$ cat src/rtl/ext_bus_bridge_if.sv
// Bus bundle between the chip core, the bridge and the two memory targets.
// The bridge takes the slave view; the core side/testbench takes the master view.
interface ext_bus_bridge_if #(
    parameter int ABITS      = 16,
    parameter int DBITS      = 8,
    parameter int SRAM_ABITS = 14
);
    logic [ABITS-1:0]      bus_a;
    logic [DBITS-1:0]      bus_dout;
    logic                  bus_wr;
    logic                  bus_cs;
    logic                  bus_cale;
    logic [DBITS-1:0]      bus_din;
    logic                  bus_ready;
    logic                  overrun;
    logic [ABITS-1:0]      cart_a;
    logic [DBITS-1:0]      cart_dout;
    logic [DBITS-1:0]      cart_din;
    logic                  cart_wr;
    logic                  cart_rd;
    logic [SRAM_ABITS-1:0] sram_a;
    logic [DBITS-1:0]      sram_wdata;
    logic [DBITS-1:0]      sram_rdata;
    logic                  sram_we;

    modport slave (
        input  bus_a, bus_dout, bus_wr, bus_cs, bus_cale, cart_din, sram_rdata,
        output bus_din, bus_ready, overrun, cart_a, cart_dout, cart_wr, cart_rd,
               sram_a, sram_wdata, sram_we
    );

    modport master (
        output bus_a, bus_dout, bus_wr, bus_cs, bus_cale, cart_din, sram_rdata,
        input  bus_din, bus_ready, overrun, cart_a, cart_dout, cart_wr, cart_rd,
               sram_a, sram_wdata, sram_we
    );
endinterface

$ cat src/rtl/ext_bus_bridge.sv
// Registered transaction engine bridging the multiplexed core bus to work SRAM
// and the cartridge port, with per-target wait states and overrun detection.
module ext_bus_bridge #(
    parameter int ABITS      = 16,
    parameter int DBITS      = 8,
    parameter int SRAM_ABITS = 14,
    parameter int CART_WAIT  = 2,
    parameter int SRAM_WAIT  = 0
) (
    input logic              clk,
    input logic              rst,
    ext_bus_bridge_if.slave  bus
);

    typedef enum logic [1:0] {
        IDLE   = 2'd0,
        ACCESS = 2'd1,
        DONE   = 2'd2
    } state_t;

    state_t            state_q, state_d;
    logic [3:0]        wait_q, wait_d;
    logic [ABITS-1:0]  addr_q;
    logic [DBITS-1:0]  data_q;
    logic [DBITS-1:0]  din_q;
    logic              wr_q;
    logic              cs_q;
    logic              overrun_q;
    logic              accept;
    logic              last_access;

    assign last_access = (state_q == ACCESS) && (wait_q == 4'd0);

    // Next-state logic; a strobe is accepted in IDLE and, for back-to-back use, in DONE.
    always_comb begin
        state_d = state_q;
        wait_d  = wait_q;
        accept  = 1'b0;
        case (state_q)
            IDLE: begin
                if (bus.bus_cale) begin
                    accept  = 1'b1;
                    state_d = ACCESS;
                end
            end
            ACCESS: begin
                if (wait_q == 4'd0) begin
                    state_d = DONE;
                end else begin
                    wait_d = wait_q - 4'd1;
                end
            end
            DONE: begin
                if (bus.bus_cale) begin
                    accept  = 1'b1;
                    state_d = ACCESS;
                end else begin
                    state_d = IDLE;
                end
            end
            default: state_d = IDLE;
        endcase
        if (accept) begin
            wait_d = bus.bus_cs ? 4'(CART_WAIT) : 4'(SRAM_WAIT);
        end
    end

    always_ff @(posedge clk) begin
        if (rst) begin
            state_q   <= IDLE;
            wait_q    <= 4'd0;
            addr_q    <= '0;
            data_q    <= '0;
            wr_q      <= 1'b0;
            cs_q      <= 1'b0;
            din_q     <= '0;
            overrun_q <= 1'b0;
        end else begin
            state_q <= state_d;
            wait_q  <= wait_d;
            if (accept) begin
                addr_q <= bus.bus_a;
                data_q <= bus.bus_dout;
                wr_q   <= bus.bus_wr;
                cs_q   <= bus.bus_cs;
            end
            // Read data is taken on the last access edge so it lines up with bus_ready.
            if (last_access && !wr_q) begin
                din_q <= cs_q ? bus.cart_din : bus.sram_rdata;
            end
            if ((state_q == ACCESS) && bus.bus_cale) begin
                overrun_q <= 1'b1;
            end
        end
    end

    assign bus.bus_din    = din_q;
    assign bus.bus_ready  = (state_q == DONE);
    assign bus.overrun    = overrun_q;
    assign bus.cart_a     = addr_q;
    assign bus.cart_dout  = data_q;
    assign bus.cart_wr    = (state_q == ACCESS) && cs_q && wr_q;
    assign bus.cart_rd    = (state_q == ACCESS) && cs_q && !wr_q;
    assign bus.sram_a     = addr_q[SRAM_ABITS-1:0];
    assign bus.sram_wdata = data_q;
    // SRAM writes are a single strobe in the closing access cycle, after the address has settled.
    assign bus.sram_we    = last_access && !cs_q && wr_q;

endmodule
$ cat src/flat_wrapper.sv
// flat-port wrapper written by rule: the top's interface ports become plain ports
module ext_bus_bridge_flat 
#(
    parameter int ABITS      = 16,
    parameter int DBITS      = 8,
    parameter int SRAM_ABITS = 14,
    parameter int CART_WAIT  = 2,
    parameter int SRAM_WAIT  = 0
)
  (clk, rst, bus_bus_a, bus_bus_dout, bus_bus_wr, bus_bus_cs, bus_bus_cale, bus_cart_din, bus_sram_rdata, bus_bus_din, bus_bus_ready, bus_overrun, bus_cart_a, bus_cart_dout, bus_cart_wr, bus_cart_rd, bus_sram_a, bus_sram_wdata, bus_sram_we);
  ext_bus_bridge_if #(.ABITS(ABITS), .DBITS(DBITS), .SRAM_ABITS(SRAM_ABITS)) bus_i ();
  input logic clk;
  input logic rst;
  input wire logic [$bits(bus_i.bus_a)-1:0] bus_bus_a;
  input wire logic [$bits(bus_i.bus_dout)-1:0] bus_bus_dout;
  input wire logic [$bits(bus_i.bus_wr)-1:0] bus_bus_wr;
  input wire logic [$bits(bus_i.bus_cs)-1:0] bus_bus_cs;
  input wire logic [$bits(bus_i.bus_cale)-1:0] bus_bus_cale;
  input wire logic [$bits(bus_i.cart_din)-1:0] bus_cart_din;
  input wire logic [$bits(bus_i.sram_rdata)-1:0] bus_sram_rdata;
  output wire logic [$bits(bus_i.bus_din)-1:0] bus_bus_din;
  output wire logic [$bits(bus_i.bus_ready)-1:0] bus_bus_ready;
  output wire logic [$bits(bus_i.overrun)-1:0] bus_overrun;
  output wire logic [$bits(bus_i.cart_a)-1:0] bus_cart_a;
  output wire logic [$bits(bus_i.cart_dout)-1:0] bus_cart_dout;
  output wire logic [$bits(bus_i.cart_wr)-1:0] bus_cart_wr;
  output wire logic [$bits(bus_i.cart_rd)-1:0] bus_cart_rd;
  output wire logic [$bits(bus_i.sram_a)-1:0] bus_sram_a;
  output wire logic [$bits(bus_i.sram_wdata)-1:0] bus_sram_wdata;
  output wire logic [$bits(bus_i.sram_we)-1:0] bus_sram_we;
  assign bus_i.bus_a = bus_bus_a;
  assign bus_i.bus_dout = bus_bus_dout;
  assign bus_i.bus_wr = bus_bus_wr;
  assign bus_i.bus_cs = bus_bus_cs;
  assign bus_i.bus_cale = bus_bus_cale;
  assign bus_i.cart_din = bus_cart_din;
  assign bus_i.sram_rdata = bus_sram_rdata;
  assign bus_bus_din = bus_i.bus_din;
  assign bus_bus_ready = bus_i.bus_ready;
  assign bus_overrun = bus_i.overrun;
  assign bus_cart_a = bus_i.cart_a;
  assign bus_cart_dout = bus_i.cart_dout;
  assign bus_cart_wr = bus_i.cart_wr;
  assign bus_cart_rd = bus_i.cart_rd;
  assign bus_sram_a = bus_i.sram_a;
  assign bus_sram_wdata = bus_i.sram_wdata;
  assign bus_sram_we = bus_i.sram_we;
  ext_bus_bridge #(.ABITS(ABITS), .DBITS(DBITS), .SRAM_ABITS(SRAM_ABITS), .CART_WAIT(CART_WAIT), .SRAM_WAIT(SRAM_WAIT)) u_core (.clk(clk), .rst(rst), .bus(bus_i));
endmodule
$ cat config.mk
export PLATFORM = sky130hd
export DESIGN_NAME = ext_bus_bridge_flat
export DESIGN_NICKNAME = d
export VERILOG_FILES = /design/src/rtl/ext_bus_bridge_if.sv /design/src/rtl/ext_bus_bridge.sv /design/src/flat_wrapper.sv
export SDC_FILE = /design/constraint.sdc
export NUM_CORES = 1
export LEC_CHECK = 0
export BUFFER_PORTS_ARGS = -buffer_cell sky130_fd_sc_hd__buf_2
export CORE_UTILIZATION = 30
export DETAILED_ROUTE_END_ITERATION = 8
export GPL_ROUTABILITY_DRIVEN = 1
export REMOVE_ABC_BUFFERS = 1
export SETUP_SLACK_MARGIN = 0.05
export SYNTH_ARGS = -nofsm -noshare
export SYNTH_HDL_FRONTEND = slang
export SYNTH_SLANG_ARGS = --single-unit
export TNS_END_PERCENT = 100
$ cat constraint.sdc
create_clock -name clk -period 1.65 [get_ports clk]
set_input_delay 0.0825 -clock clk [delete_from_list [all_inputs] [get_ports clk]]
set_output_delay 0.0825 -clock clk [all_outputs]
set_load 0.01 [all_outputs]
==> summary.md <==
| Metric | Value |
|---|---|
| Clock Skew | `0.00289 ns` |
| Synth warnings | `0` |
| Post-synth ARST share | `0%` |
| Kind of critical path | `flop to primary output` |
| Crit-path max FO | `3` |
| Hold Buf Count CTS | `0` |
| Startpoint Class | `flop` |
| Status | `finished clean` |
| WP buf/inv | `3` |
| Seq/Total Area, Yosys | `46.1%` |
| Ranking of synthesized cells by area | `dfxtp_1, nand2_1, a21oi_1` |
| H-tree depth | `2` |
| Number of global-route vias before repair | `1457` |
| Gp weighted congestion | `0.784` |
| Count of different cell masters after synthesis | `26` |
| Fmax | `0.610 GHz` |
| Final WL | `4390 microns` |
| Worst min-delay path class | `primary input to flop` |
| Layout Nets | `353` |
| FF+latch area | `823 sq um` |
| Die height | `79.1 microns` |
| Critical path depth | `7` |
| Place WS | `0.103 ns` |
| Synth Area per Inst | `8.29 sq um` |
| WL per Instance | `11.6 microns` |
| Die Area | `6250 sq um` |
| Setup crit end kind | `primary output` |
| Seq cells post-synth | `41` |
| Initial cell density of the core | `31.8%` |
| Non-filler instance count after layout | `379` |
| Final max-slew violation count | `0` |
| Hold Path End | `u_core.bus.cart_a[9]` |
| Port bufs | `103` |
| TritonCTS clock tree | `built` |
| Relative slew slack | `58.0%` |
| Static leakage | `1.20 nW` |
| Largest delay share family, worst path | `simple AND/OR/NAND/NOR gates` |
| Largest net degree at the start of global routing | `42` |
| Filler cells | `595` |
| P per Cell Area | `962 nW/um^2` |
| Initial antenna violation count | `0` |
| Clock root buffer | `clkbuf_8` |
| Share of the synthesized area in the top cell type | `46.1%` |
| Boundary Pins | `104` |
| Cell taking the most area after synthesis | `dfxtp_1` |
| R2R setup slack | `0.07 ns` |
| Arr. time, crit path | `1.56 ns` |
| Area Growth Syn to Fin | `39.4%` |
| Number of vias per cell | `4.39` |
| Num rows | `27` |
| Final Cycle Share | `99.3%` |
| CP max-delay cell | `dfxtp_2` |
| GRT Total Usage | `13.8%` |
| DP HPWL | `2980 microns` |
| Die width | `79.1 microns` |
| DR iter-0 viols | `42` |
| Total grt overflow | `0` |
| RSZ-0062 raised after global routing | `yes` |
| Vias post-DR | `1664` |
| Crit path time final | `1.64 ns` |
| First-pass GRT wire length | `6790 microns` |
| Clock slew at reported path FFs | `0.08 ns` |
| Final Worst Setup Slack | `0.0114 ns` |
| Synthesized area | `1780 sq um` |
| Final ANT Viol Nets | `0` |
| Reg2reg end | `u_core.wait_q[1]` |
| Post-synth EDFFs | `0` |
| Placed insts | `365` |
| Multi-input gate area | `796 sq um` |
| Bufs on Longest Clock Path | `2` |
| Max-Cap Viols | `0` |
| Diode count | `0` |
| Drt drc | `0` |
| Core Area | `5610 sq um` |
| Cell Chain, Critical Path | `inv_2, ha_4, nor3b_4, buf_6, nand2_4, nor3b_2, buf_2` |
| R2R Path Start | `u_core.wait_q[0]` |
| Hold path depth | `3` |
| DRT Pass-1 Iters | `4` |
| Worst vdd ir | `0.374 mV` |
| Number of buffers created by CTS | `5` |
| Synth top cells by count | `nand2_1, dfxtp_1, a21oi_1, buf_4, a211oi_1` |
| Ys flop type | `dfxtp_1` |
| Count leader, synth | `nand2_1` |
| R2R depth | `8` |
| Share of cells above drive strength 1 | `46.3%` |
| Worst hold start | `bus_bus_a[9]` |
| Critical Path RT | `1.57 ns` |
| CTS sink count | `41` |
| CP max stage delay | `0.33 ns` |
| Hold Vio Cnt, Final | `0` |
| Final Setup Violations | `0` |
| Post-Syn Instances | `215` |
| Worst-Margin Slew | `0.629 ns` |
| Clock latency on the worst-skew pair | `0.29 ns` |
[per-stage QoR]
step | power, mW | hold slack [ns] | cell area (sq um) | util, % | setup TNS [ns]
after floorplan | 1.32 | 0.152 | 1570 | - | -1.07
after detailed placement | 1.54 | 0.329 | 2250 | 40.1 | 0
after global placement | 1.53 | 0.324 | 2250 | 40.1 | 0
after CTS | 2.39 | 0.0141 | 2430 | 43.3 | 0
after global routing | 2.52 | 0.0196 | 2480 | 44.3 | -0.119
final | 2.39 | 0.0221 | 2480 | 44.3 | 0
[worst register-to-register path, cell delays in order, from the launching register on]
cell	delay, ns
dfxtp_2	0.34
inv_2	0.05
ha_4	0.15
nor3b_4	0.15
buf_6	0.13
buf_4	0.13
buf_8	0.13
or3_1	0.31
a31oi_1	0.13
[state kept, by name, indices dropped and copies added, names as in the netlist]
register	cells
u_core.bus.bus_din	8
u_core.bus.cart_a	16
u_core.bus.cart_dout	8
u_core.bus.overrun	1
u_core.cs_q	1
u_core.state_q	2
u_core.wait_q	4
u_core.wr_q	1
[kinds of logic (layout without fill, tap and decap cells)]
group | Yosys count | count (layout) | share of synthesized area (%)
multiplexers | 8 | 8 | 4.49
AND/OR/NAND/NOR | 74 | 74 | 18.9
buffers and inverters | 38 | 130 | 12.8
AO/OA/AOI/OAI | 52 | 52 | 16.4
adder cells (fa/ha/maj) | 2 | 2 | 1.40
flip-flops | 41 | 41 | 46.1
[worst max path at each step]
stage / from / end
5_1_grt: u_core.wait_q[0] / bus_sram_we
2_1_floorplan: u_core.wait_q[0] / bus_sram_we
6_report: u_core.wait_q[0] / bus_sram_we
4_1_cts: u_core.wait_q[1] / bus_sram_we
3_5_place_dp: u_core.wait_q[0] / bus_sram_we
3_3_place_gp: u_core.wait_q[1] / bus_sram_we
[repair_timing]
action / CTS / global route
hold endpoints to repair: 0 / 0
setup endpoints to repair: 1 / 6
resized for setup: 10 / 10
pin swaps: 2 / 6
buffers inserted: 4 / 2
[per-layer routing]
| metal | GRT usage (%) | vias up | part of all wire (%) |
|---|---|---|---|
| met5 | 0 | - | 0 |
| li1 | - | 880 | - |
| met2 | 23.4 | 55 | 50 |
| met1 | 16.9 | 727 | 44 |
| met3 | 3.45 | 2 | 4.7 |
| met4 | 4.73 | 0 | 0.75 |
[where the power goes]
part           switching (mW)  internal (mW)  leakage [nW]  total, mW
clock                   0.337          0.493        0.0585      0.830
sequential             0.0511           1.05         0.337       1.11
combinational           0.235          0.218         0.808      0.453
total                   0.622           1.77          1.20       2.39
[area by class of cell]
class                   instances  share of cell area (%)
flip-flops and latches         41                    33.1
multi-input cells             136                    32.0
repair buffers                119                    26.0
well taps                      72                    3.63
clock buffers                   7                    3.48
clock inverters                 1                    1.21
inverters                       3                   0.453
[cell usage in the layout (no fill, tap or decap), drive strengths merged, types with 2 or more instances in the layout]
cell and count:
buf 119, nand2 54, dfxtp 41, a21oi 36, a211oi 11, mux2i 8
clkbuf 7, nor2 4, inv 3, nor3b 3, o21ai 3, nor2b 3
or4 2, or3 2, nand2b 2, ha 2
Power figures use the tool's default switching activity.
